[src/rtl/return_addr_stack.sv]
// -----------------------------------------------------------------------------
// return_addr_stack
//   Return-address stack for branch prediction. Calls push the link address,
//   returns pop it, and the current top is offered to fetch as the predicted
//   return target. The stack is circular, so an overflow discards the oldest
//   entry and keeps the newest DEPTH entries.
//
// Parameters
//   N          address/data width in bits
//   DEPTH      number of entries (power of 2, >= 2)
//
// Ports
//   clk        system clock, rising edge
//   reset      asynchronous active-low reset; clears all state
//   flush      synchronous clear of pointer/count/flags (entries untouched)
//   push       call detected; store push_addr on this edge
//   push_addr  link address to push
//   pop        return detected; consume top entry on this edge
//   top_addr   predicted return address (0 when empty)
//   top_valid  stack non-empty
//   full       count == DEPTH
//   count      number of valid entries
//   overflow   sticky: push while full
//   underflow  sticky: pop while empty
//
// Optional feature (macro RAS_BYPASS_EN)
//   When defined, an in-flight push (push=1, flush=0) is forwarded to
//   top_addr/top_valid combinationally in the same cycle.
// -----------------------------------------------------------------------------
module return_addr_stack #(
    parameter int N     = 32,
    parameter int DEPTH = 8
) (
    input  logic                     clk,
    input  logic                     reset,
    input  logic                     flush,
    input  logic                     push,
    input  logic [N-1:0]             push_addr,
    input  logic                     pop,
    output logic [N-1:0]             top_addr,
    output logic                     top_valid,
    output logic                     full,
    output logic [$clog2(DEPTH):0]   count,
    output logic                     overflow,
    output logic                     underflow
);

    localparam int PW = $clog2(DEPTH);
    localparam int CW = PW + 1;
    localparam logic [CW-1:0] COUNT_MAX = CW'(DEPTH);

    logic [N-1:0]  mem_q [DEPTH];
    logic [N-1:0]  mem_d [DEPTH];
    logic [PW-1:0] ptr_q, ptr_d;
    logic [CW-1:0] count_q, count_d;
    logic          overflow_q, overflow_d;
    logic          underflow_q, underflow_d;

    logic [PW-1:0] ptr_inc;
    logic [PW-1:0] ptr_dec;

    assign ptr_inc = ptr_q + 1'b1;
    assign ptr_dec = ptr_q - 1'b1;

    // Next-state: flush > push&pop (non-empty) > push > pop > hold.
    // push&pop on an empty stack falls through to the push branch.
    always_comb begin
        mem_d       = mem_q;
        ptr_d       = ptr_q;
        count_d     = count_q;
        overflow_d  = overflow_q;
        underflow_d = underflow_q;

        if (flush) begin
            ptr_d       = '0;
            count_d     = '0;
            overflow_d  = 1'b0;
            underflow_d = 1'b0;
        end else if (push && pop && (count_q != '0)) begin
            mem_d[ptr_q] = push_addr;
        end else if (push) begin
            ptr_d          = ptr_inc;
            mem_d[ptr_inc] = push_addr;
            if (count_q == COUNT_MAX) begin
                // Pointer wrap lands on the oldest entry, overwriting it.
                overflow_d = 1'b1;
            end else begin
                count_d = count_q + 1'b1;
            end
        end else if (pop) begin
            if (count_q != '0) begin
                ptr_d   = ptr_dec;
                count_d = count_q - 1'b1;
            end else begin
                underflow_d = 1'b1;
            end
        end
    end

    always_ff @(posedge clk or negedge reset) begin
        if (!reset) begin
            for (int unsigned i = 0; i < DEPTH; i++) begin
                mem_q[i] <= '0;
            end
            ptr_q       <= '0;
            count_q     <= '0;
            overflow_q  <= 1'b0;
            underflow_q <= 1'b0;
        end else begin
            mem_q       <= mem_d;
            ptr_q       <= ptr_d;
            count_q     <= count_d;
            overflow_q  <= overflow_d;
            underflow_q <= underflow_d;
        end
    end

    always_comb begin
        top_valid = (count_q != '0);
        top_addr  = (count_q != '0) ? mem_q[ptr_q] : '0;
`ifdef RAS_BYPASS_EN
        if (push && !flush) begin
            top_valid = 1'b1;
            top_addr  = push_addr;
        end
`endif
    end

    assign full      = (count_q == COUNT_MAX);
    assign count     = count_q;
    assign overflow  = overflow_q;
    assign underflow = underflow_q;

endmodule

[config.mk]
export PLATFORM = sky130hd
export DESIGN_NAME = return_addr_stack
export DESIGN_NICKNAME = d
export VERILOG_FILES = /design/src/rtl/return_addr_stack.sv
export SDC_FILE = /design/constraint.sdc
export NUM_CORES = 1
export LEC_CHECK = 0
export CORE_UTILIZATION = 50
export DETAILED_ROUTE_END_ITERATION = 6
export GPL_TIMING_DRIVEN = 0
export HOLD_SLACK_MARGIN = 0.06
export PLACE_DENSITY = 0.71
export SLEW_MARGIN = 20
export SYNTH_ARGS = -nofsm -noshare
export SYNTH_HDL_FRONTEND = slang
export SYNTH_SLANG_ARGS = --single-unit
[constraint.sdc]
create_clock -name clk -period 5.3 [get_ports clk]
set_input_delay 0.53 -clock clk [delete_from_list [all_inputs] [get_ports clk]]
set_output_delay 0.53 -clock clk [all_outputs]
set_load 0.01 [all_outputs]
Word-level counts from Yosys, hierarchy flattened
Index checks and enable logic that the tools add are counted.

Bits of input ports: 37. Output and inout bits: 40. Flip-flop bits (word level): 265.

Order comparisons: 4. Equality and inequality tests: 5. Bitwise operators: 3. Muxes and demuxes: 32. $add $sub $neg: 4. Reductions and logical operators: 16.

Operator list (count): $bwmux 256 (2); $mux 256 (2); $demux 32 s3 (2); $mux 32 (5); $bmux 32 s3 (1); $mux 4 (6); $mux 3 (5); $mux 1 (9); $ge 4x4->1 const B (2); $lt 4x1->1 const B (2); $not 3->4 (2); $reduce_and 4->1 (2); $reduce_bool 2->1 (4); $ne 2x2->1 const B (3); $reduce_and 3->1 (2); $reduce_bool 3->1 (2); $add 4x1->4 const B (1); $eq 4x4->1 const B (1); $logic_and 1x1->1 (4); $reduce_bool 4->1 (1); $sub 4x1->4 const B (1); $add 3x1->3 const B (1); $ne 3x3->1 const B (1); $sub 3x1->3 const B (1); other kinds (2) (2).

Longest topological paths before layout
Gate-level depths: netlist of run 1.

Depth after elaboration: 9. Gate-level depth with buffers: 11. Depth with buffers taken out: 6.

Worst setup path after synthesis of run 1
OpenSTA, ideal clock, no wires.

Kind: register -> register. Start point: register ptr_q[1]. End point: register mem_q[193] in the netlist's numbering. Path slack: 2.455 ns. Arrival: 2.721 ns. Buffers on the path: 4. Cell stages (with the launch flop): 11. Library setup time: 0.125 ns. Clock period less this slack: 2.845 ns. Cells stage by stage: dfrtp_1 buf_2 buf_2 clkinv_1 ha_1 buf_1 nor2_1 and3_1 mux2i_1 buf_2 mux2_2.

Cells in the longest elaborated chain, start to end: 9.

Ends and longest elaborated chain: from (decl) (line 54) `logic [PW-1:0] ptr_q, ptr_d;`; from (signal assigned) (line 111) `ptr_q <= ptr_d;`; $add 3x1->3 (line 62) `assign ptr_inc = ptr_q + 1'b1;`; $not 3->4 (not written as such) (line 83) `mem_d[ptr_inc] = push_addr;`; $ge 4x4->1 (not written as such) / $lt 4x1->1 (equally long branches) (line 83); $logic_and 1x1->1 (not written as such) (line 83); $mux 32 (not written as such) (line 83); $demux 32 s3 (line 83); $bwmux 256 (line 83); $mux 256 (line 81) `end else if (push) begin`; $mux 256 * (line 79) `end else if (push && pop && (count_q != '0)) begin`; to (signal assigned) (line 110) `mem_q <= mem_d;`; to (decl) (line 52) `logic [N-1:0] mem_q [DEPTH];`.

Every way passes the cells marked *; elsewhere a longest branch is shown, timed or not. The select of a mux whose other input is x is not followed. A chain may end at the register's enable or synchronous reset.

Worst setup path in the final report of run 1
Start point: register ptr_q[0]. End point: output top_addr[30].

Cells in the longest elaborated chain, start to end: 5.

Ends and longest elaborated chain: $not 3->4 (not written as such) (line 120) `top_addr = (count_q != '0) ? mem_q[ptr_q] : '0;`; $bmux 32 s3 (line 120); $mux 32 (not written as such) (2 in a row) (line 120); $mux 32 (line 120); to (decl) (line 40) `output logic [N-1:0] top_addr,`.

Every way passes these cells. The select of a mux whose other input is x is not followed.

==> reports/results.txt, run 1 <==
initial antenna violation count: 1
minimum clock period: 4.61 ns
Post-Syn Area per Cell: 13.6 sq um
CP arrival: 4.08 ns
Max Cap Violations: 0
Switching Share: 34.9%
Final Worst Setup Slack: 0.687 ns
warnings from Yosys: 0
FMAX: 0.217 GHz
number of flops mapped to enable cells by yosys: 0
Post-CTS Resized: 0
Worst Path Required: 4.77 ns
DR vias: 8449
clock skew: 0.0113 ns
number of fillers in the final layout: 1966
CTS H-tree depth: 1
TritonCTS clock tree: yes
register clock-pin slew on the reported worst setup and hold paths: 0.06 ns
routed len/inst: 25.0 um
vias in the first global route: 8630
share of layout cells above drive strength 1: 37.5%
R2R Setup Slk: 0.97 ns
Net Sw Power: 3.40 mW
dpl hpwl: 21600 um
Flop pwr share: 36.1%
Register-to-Register Path Depth: 10
Clk pwr share: 20.7%
die area: 25700 sq um
core area: 24500 sq um
VDD IR-drop max: 0.393 mV
initial drt markers: 793
Post-synth top flop: dfrtp_1
cell leakage power: 6.53 nW
Rel. slew slack: 33.1%
sequential-to-total area share from yosys stat: 53.0%
Residual DRC: 0
flip-flop and latch area: 6630 sq um
final-report hold violation count: 0
Int Power: 6.36 mW
Critical R2R Capture: mem_q[205]
WL final: 34300 um
CTS Sinks: 265
Antenna Cells: 0
top-count cell post-synth: mux2_2
Clock Root Buffer: clkbuf_16
Die Wd: 160 um
Final Max Slew Viols: 0
io pins: 77
pre-CTS setup slack: 1.06 ns
top-area cell type share of the netlist area: 53.0%
Synth cell types: 56
Syn Inst Count: 918
worst hold path type: input pin to asynchronous set/reset pin
Crit Path Max Fanout: 10
Area contributors post-synth: dfrtp_1, mux2_2, mux4_2, mux2i_1, a21oi_1
final period utilization: 87.0%
worst slew pin tran: 1.00 ns
GRT Overall Usage: 27.5%
FF-to-FF Start: ptr_q[1]
Yosys reg bits: 265
number of nets in the layout: 1071
Routed Antenna Nets: 0
synth-to-layout area growth: 17.8%
Comb pwr share: 43.3%
FP Rows: 57
total grt overflow: 0
outcome: finished clean
Post-Syn Nets: 960
routed vias/inst: 6.14
Die H: 160 um
CP Capture Type: primary output
post-synth top area cell: dfrtp_1
Async SR Flop Fraction: 100%
crit path kind: flip-flop to primary output
CTS buffer count: 29
Post-Route Utilization: 60.3%
most common library cells after synthesis: mux2_2, dfrtp_1, nand2_1, a21oi_1, buf_2
area of the multi-input gates: 5520 sq um
first-pass GRT wire length: 53100 um
Worst-Skew Late Latency: 0.55 ns
Post-Syn Area: 12500 sq um
Initial Utilization: 51.2%
number of port buffers: 76
GPL Wtd Cong: 0.868
Post-CTS Setup Inserts: 0
Hold-fix buffers, CTS: 1
RSZ-0062 raised after global routing: no
Worst setup SP type: flip-flop
largest net degree at the start of global routing: 99
Clock Tree Buf Depth: 3
Power Density: 662 nW/um^2
Initial DRT Pass Iterations: 5
final setup fails: 0
-- per-layer routing --
metal	vias up	wire length, um	global-route usage, %
met2	296	15900	43.5
li1	3644	-	-
met3	76	2040	3.43
met1	4431	15500	39.8
met5	-	13	0
met4	2	951	7.75
-- power by group through the flow --
stage / Combinational (mW) / Sequential [mW] / Clock (mW)
finish: 4.23 / 3.52 / 2.02
global route: 4.49 / 3.64 / 2.13
CTS: 4.22 / 3.51 / 2.04
detailed placement: 4.19 / 3.54 / 0
global placement: 4.11 / 3.50 / 0
floorplan: 2.68 / 3.39 / 0
-- registers in the layout, indices dropped and copies added (netlist names) --
signal	cells
overflow	1
mem_q	256
underflow	1
count	4
ptr_q	3
-- worst max-delay path by stage --
stage                               to  slack (ns)  cells past startpoint      from
final                     top_addr[30]        0.69                      8  ptr_q[0]
after global routing      top_addr[30]        0.54                      8  ptr_q[0]
after CTS                 top_addr[30]        0.69                      8  ptr_q[0]
after detailed placement    mem_q[205]        1.06                     10  ptr_q[1]
after global placement      mem_q[241]       -7.75                      1     reset
after floorplan             mem_q[193]        2.45                     10  ptr_q[1]
-- area by class of cell --
type	count	area share (%)
sequential	265	45.0
multi-input combinational	577	37.4
buffer	67	2.26
timing repair buffer	80	5.82
inverter	9	0.229
tap	324	2.75
clock inverter	10	0.594
clock buffer	43	5.95
-- cells in the final DEF (no fill, tap or decap), types with 7 or more instances in the layout --
cell / netlist / layout
mux2_2: 276 / 276
o21ai_0: 11 / 11
clkbuf_16: 0 / 29
a22o_1: 7 / 7
mux2_1: 12 / 12
nor2_1: 19 / 19
clkbuf_8: 0 / 10
a21oi_1: 32 / 32
nor2b_1: 7 / 7
clkbuf_1: 19 / 23
mux2i_1: 21 / 21
mux4_2: 19 / 19
and3_1: 10 / 10
clkdlybuf4s50_1: 0 / 75
a22oi_1: 21 / 21
buf_2: 29 / 29
nand2_1: 41 / 41
dfrtp_1: 265 / 265
inv_1: 8 / 8
buf_1: 10 / 10
a221oi_1: 18 / 18
a221o_1: 7 / 7
-- worst max-delay path: stages (launching register included) --
cell and delay [ns]:
dfrtp_1 0.36, buf_2 0.21, buf_2 0.32, buf_2 0.46
buf_2 0.42, buf_1 0.76, a22oi_1 0.21, a21oi_1 0.21
clkdlybuf4s50_1 0.57
-- cell families after synthesis --
kind of cell | share of synthesized area, %
compound gates | 7.74
xor+xnor | 0.420
fa+ha+maj | 0.560
buf+inv | 2.93
flops | 53.0
mux | 31.0
simple gates | 4.39
-- through the flow --
stage	hold WS (ns)	instances	power [mW]	TNS [ns]	cell area, sq um
final	0.457	1375	9.77	0	14800
after global placement	0.468	1318	7.61	-2045.84	13700
after floorplan	0.234	918	6.07	0	12500
after CTS	0.465	1375	9.77	0	14800
after detailed placement	0.451	1321	7.74	0	13800
after global routing	0.490	1375	10.3	0	14800
Power figures use the tool's default switching activity.
==> inputs of run 2 (changes only) <==
--- a/config.mk
+++ b/config.mk
@@ -5,11 +5,11 @@
 export SDC_FILE = /design/constraint.sdc
 export NUM_CORES = 1
 export LEC_CHECK = 0
+export CAP_MARGIN = 10
 export CORE_UTILIZATION = 50
 export DETAILED_ROUTE_END_ITERATION = 6
-export GPL_TIMING_DRIVEN = 0
 export HOLD_SLACK_MARGIN = 0.06
-export PLACE_DENSITY = 0.71
+export PLACE_DENSITY = 0.77
 export SLEW_MARGIN = 20
 export SYNTH_ARGS = -nofsm -noshare
 export SYNTH_HDL_FRONTEND = slang
==> run 2 against run 1 <==
Net effect:
- non-clock buffer count decreased by 47
- sequential cell count unchanged
- largest cell class unchanged
- routed wire length decreased by 12%
==> reports/results.txt, run 2 (synthesis results as in run 1) <==
Setup TNS: 0 ns (unchanged)
final period utilization: 78.4% (-8.7 points)
slowest CP cell: dfrtp_2
worst slew pin tran: 1.01 ns (+0.00866 ns)
Critical Path, Cell by Cell: buf_4 > nor2b_1 > a22oi_1 > o22a_1 > a21oi_1 > clkdlybuf4s50_1
Buffers & Inverters on Critical Path: 2 (-4)
GRT Overall Usage: 24.4% (-3.1 points)
Antenna Cells: 0 (unchanged)
Initial Utilization: 51.2% (unchanged)
Worst setup SP type: flip-flop
first-pass GRT wire length: 48900 um (-8.0%)
Routed Antenna Nets: 0 (unchanged)
FMAX: 0.241 GHz (+11%)
crit path kind: flip-flop to primary output
DR vias: 8051 (-4.7%)
GPL Wtd Cong: 0.786 (-9.5%)
routed len/inst: 22.8 um (-8.7%)
clock skew: 0.0163 ns (+0.00500 ns)
initial drt markers: 502 (-37%)
TritonCTS clock tree: yes
max incr delay on CP: 0.83 ns (+0.07 ns)
largest net degree at the start of global routing: 124 (+25%)
vias in the first global route: 8575 (-0.64%)
initial antenna violation count: 0 (-1)
Crit path max-delay family: buffers and inverters
die area: 25700 sq um (unchanged)
commonest non-fill, non-tap cells in the layout: mux2_2, dfrtp_1, clkdlybuf4s50_1, nand2_1, a21oi_1
synth-to-layout area growth: 16.8%
Crit Path Max Fanout: 34 (+24)
dpl hpwl: 17700 um (-18%)
Rel. slew slack: 32.2% (-0.83 points)
Worst-Skew Late Latency: 0.54 ns (about the same)
Post-CTS Resized: 0 (unchanged)
Die Wd: 160 um (unchanged)
outcome: finished clean
CP Capture Type: primary output
WL final: 30300 um (-12%)
io pins: 77 (unchanged)
Register-to-Register Path Depth: 6 (-4)
Hold-fix buffers, CTS: 0 (-1)
commonest non-fill, non-tap cell in the layout: mux2_2
Clock Root Buffer: clkbuf_16
minimum clock period: 4.15 ns (-0.458 ns)
Clock Tree Buf Depth: 3 (unchanged)
CTS H-tree depth: 1 (unchanged)
Max Cap Violations: 0 (unchanged)
total grt overflow: 0 (unchanged)
number of port buffers: 76 (unchanged)
final-report hold violation count: 0 (unchanged)
share of layout cells above drive strength 1: 38.7% (+1.2 points)
placed cell count: 1275 (-3.5%)
worst hold path type: input pin to asynchronous set/reset pin
Post-CTS Setup Inserts: 0 (unchanged)
number of nets in the layout: 1024 (-4.4%)
Initial DRT Pass Iterations: 5 (unchanged)
Worst Path Required: 4.77 ns (about the same)
Finished Layout Cells: 1327 (-3.5%)
Largest register FFs: 256 (unchanged)
final setup fails: 0 (unchanged)
CTS Sinks: 265 (unchanged)
register clock-pin slew on the reported worst setup and hold paths: 0.06 ns (about the same)
largest register by flop count: mem_q
RSZ-0062 raised after global routing: no
Die H: 160 um (unchanged)
Power Density: 652 nW/um^2 (-1.6%)
CP arrival: 3.62 ns (-0.46 ns)
Residual DRC: 0 (unchanged)
FP Rows: 57 (unchanged)
VDD IR-drop max: 0.535 mV (+36%)
cell leakage power: 6.42 nW (-1.6%)
routed vias/inst: 6.07 (-1.3%)
Final Max Slew Viols: 0 (unchanged)
critical path depth: 6 (-2)
core area: 24500 sq um (unchanged)
CTS buffer count: 29 (unchanged)
## run 2: worst reg2reg max path: stages, from the launching register on
cell	delay, ns
dfrtp_4	0.96
clkinv_1	0.24
ha_1	0.46
and3_1	0.25
a32oi_4	0.76
buf_4	0.40
mux2_2	0.37
## run 2: through the flow
step / utilization, % / setup WS (ns) / area (sq um) / hold WS (ns) / total power [mW]
after floorplan: - / 2.45 / 12500 / 0.234 / 6.07
after global placement: 55.9 / 1.64 / 13700 / 0.468 / 7.43
after detailed placement: 55.9 / 1.58 / 13700 / 0.479 / 7.58
after CTS: 59.8 / 1.19 / 14600 / 0.117 / 9.58
after global routing: 59.8 / 1.05 / 14600 / 0.127 / 10.1
final: 59.8 / 1.15 / 14600 / 0.0639 / 9.54
## run 2: power breakdown
| group | leakage (nW) | switching, mW | internal (mW) |
|---|---|---|---|
| Sequential | 3.37 | 0.663 | 3.02 |
| Clock | 0.474 | 0.800 | 1.16 |
| Combinational | 2.58 | 1.74 | 2.15 |
## run 2: cell type report
type,count,area (sq um)
Fill cell,1914,9830
Sequential cell,265,6640
Multi-Input combinational cell,577,5600
Timing Repair Buffer,100,996
Clock buffer,43,898
Tap cell,324,405
Clock inverter,9,53.8
Inverter,9,33.8
## run 2: worst paths after layout
check / startpoint / end / slack (ns)
setup / recovery: ptr_q[2] / top_addr[12] / 1.15
hold / removal: reset / mem_q[17] / 0.06
setup reg to reg: ptr_q[1] / mem_q[149] / 1.76
hold reg to reg: mem_q[183] / mem_q[183] / 0.49
max in group asynchronous: reset / mem_q[58] / 3.88
min in group clk: mem_q[183] / mem_q[183] / 0.49
## run 2: routing by layer
layer,part of all wire (%),vias to the layer above,wire (um),GRT usage [%]
li1,-,3534,-,-
met1,45,4264,13500,33.6
met2,49,207,14800,40.7
met3,4.7,46,1410,3.17
met4,1.7,0,527,6.80
met5,0,-,0,0
==> inputs of run 3 (changes only) <==
==> constraint.sdc (replaced) <==
create_clock -name clk -period 4.3 [get_ports clk]
set_input_delay 0.43 -clock clk [delete_from_list [all_inputs] [get_ports clk]]
set_output_delay 0.43 -clock clk [all_outputs]
set_load 0.01 [all_outputs]
==> run 3 against run 2 <==
Net effect:
- hold slack better by 0.43 ns
- power up 23%
- final cell count up 0.83%
- sequential cell count unchanged
- critical endpoint is now top_addr[19]
- global-route usage about the same
- highest routed layer unchanged
==> reports/results.txt, run 3 (synthesis results as in run 1) <==
Worst setup SP type: flip-flop
total grt overflow: 0 (unchanged)
routed length on met2: 14500 um (-2.5%)
Clock Root Buffer: clkbuf_16
Top Layer Used: met4
crit path kind: flip-flop to primary output
worst hold path type: flip-flop to flip-flop
M1 WL: 13800 um (+1.8%)
CP arrival: 3.34 ns (-0.28 ns)
RSZ-0062 raised after global routing: no
final setup fails: 0 (unchanged)
outcome: finished clean
initial antenna violation count: 0 (unchanged)
Initial DRT Pass Iterations: 5 (unchanged)
initial drt markers: 588 (+17%)
placed cell count: 1286 (+0.86%)
Initial Utilization: 51.2% (unchanged)
Placed Instance Area: 13700 sq um (+0.38%)
WL final: 30400 um (+0.37%)
io pins: 77 (unchanged)
clock skew: 0.0233 ns (+0.00704 ns)
Antenna Cells: 0 (unchanged)
worst slew pin tran: 0.860 ns (-0.152 ns)
CP Capture Type: primary output
Clock Tree Buf Depth: 3 (unchanged)
Die H: 160 um (unchanged)
Crit Path Max Fanout: 41 (+21%)
VDD IR-drop max: 0.428 mV (-20%)
commonest non-fill, non-tap cell in the layout: mux2_2
cell leakage power: 6.44 nW (+0.30%)
GRT Overall Usage: 24.4% (about the same)
register clock-pin slew on the reported worst setup and hold paths: 0.06 ns (about the same)
Final Max Slew Viols: 0 (unchanged)
FMAX: 0.265 GHz
Finished Layout Cells: 1338 (+0.83%)
number of nets in the layout: 1035 (+1.1%)
largest net degree at the start of global routing: 108 (-13%)
number of fillers in the final layout: 1891 (-1.2%)
FP Rows: 57 (unchanged)
Rel. slew slack: 42.6% (+10 points)
first-pass GRT wire length: 49000 um (+0.24%)
synth-to-layout area growth: 17.0%
minimum clock period: 3.77 ns
met3 WL: 1730 um (+23%)
largest register by flop count: mem_q
final-report hold violation count: 0 (unchanged)
final period utilization: 87.7%
pre-CTS setup slack: 1.07 ns (-0.506 ns)
DR vias: 8137 (+1.1%)
Setup TNS: 0 ns (unchanged)
Routed Antenna Nets: 0 (unchanged)
Post-CTS Setup Inserts: 0 (unchanged)
CTS buffer count: 28 (-3.4%)
cell area after layout: 14600 sq um (+0.12%)
Hold-fix buffers, CTS: 1 (+1)
die area: 25700 sq um (unchanged)
Die Wd: 160 um (unchanged)
CTS H-tree depth: 1 (unchanged)
core area: 24500 sq um (unchanged)
Max Cap Violations: 0 (unchanged)
vias in the first global route: 8492 (-0.97%)
share of layout cells above drive strength 1: 38.5% (-0.22 points)
Residual DRC: 0 (unchanged)
Final Worst Setup Slack: 0.528 ns (-0.618 ns)
GPL Wtd Cong: 0.832 (+5.8%)
CTS Sinks: 265 (unchanged)
number of port buffers: 76 (unchanged)
routed len/inst: 22.7 um (-0.46%)
Largest register FFs: 256 (unchanged)
commonest non-fill, non-tap cells in the layout: mux2_2, dfrtp_1, clkdlybuf4s50_1, nand2_1, buf_4
dpl hpwl: 18200 um (+3.1%)
R2R Setup Slk: 0.97 ns (-0.79 ns)
TritonCTS clock tree: yes
Power Density: 803 nW/um^2 (+23%)
Worst-Skew Late Latency: 0.55 ns (about the same)
Worst Path Required: 3.87 ns (-0.90 ns)
routed vias/inst: 6.08 (+0.24%)
Post-CTS Resized: 0 (unchanged)
-- run 3: cell types whose count changed in the layout (fill, tap and decap cells not counted) --
cell           delta
buf_4            +13
clkbuf_1          +6
clkbuf_8          -6
buf_12            -2
clkinvlp_4        -2
bufinv_16         +1
dlygate4sd3_1     +1
nor2_1            +1
nor2_2            -1
nor2b_1           +1
nor2b_2           -1
-- run 3: path summary, 6_finish.rpt --
check,from,end,depth (start not counted)
max,ptr_q[1],top_addr[19],6
min,mem_q[183],mem_q[183],1
max reg2reg,ptr_q[1],mem_q[74],7
min reg2reg,mem_q[183],mem_q[183],1
max in group asynchronous,reset,mem_q[109],3
min in group asynchronous,reset,mem_q[241],2
-- run 3: final cells by class --
cell class	count	area, sq um	area share, %
inverters	9	33.8	0.231
repair buffers	112	1060	7.26
clock inverters	8	68.8	0.470
clock buffers	43	838	5.72
well taps	324	405	2.77
flip-flops and latches	265	6640	45.3
multi-input cells	577	5600	38.2
-- run 3: where the power goes --
part | internal [mW] | switching [mW]
Clock | 1.39 | 0.973
Combinational | 2.69 | 2.22
Sequential | 3.72 | 0.758
-- run 3: layer usage --
metal	GRT usage (%)	vias up
met3	3.45	36
met4	5.50	0
met2	39.4	244
met1	35.0	4311
met5	0	-
li1	-	3546
-- run 3: through the flow --
| stage | power (mW) | utilization, % | hold WS [ns] |
|---|---|---|---|
| finish | 11.8 | 59.9 | 0.491 |
| CTS | 11.8 | 59.9 | 0.494 |
| global route | 12.4 | 59.9 | 0.503 |
| global placement | 9.21 | 56.1 | 0.469 |
| floorplan | 7.49 | - | 0.134 |
| detailed placement | 9.39 | 56.1 | 0.481 |
-- run 3: worst max-delay path: stages, from the launching register on --
cell and delay (ns):
dfrtp_4 0.84, buf_4 0.45, mux2_2 0.22, a221oi_1 0.06, or2_2 0.34, a21oi_1 0.27, clkdlybuf4s50_1 0.60
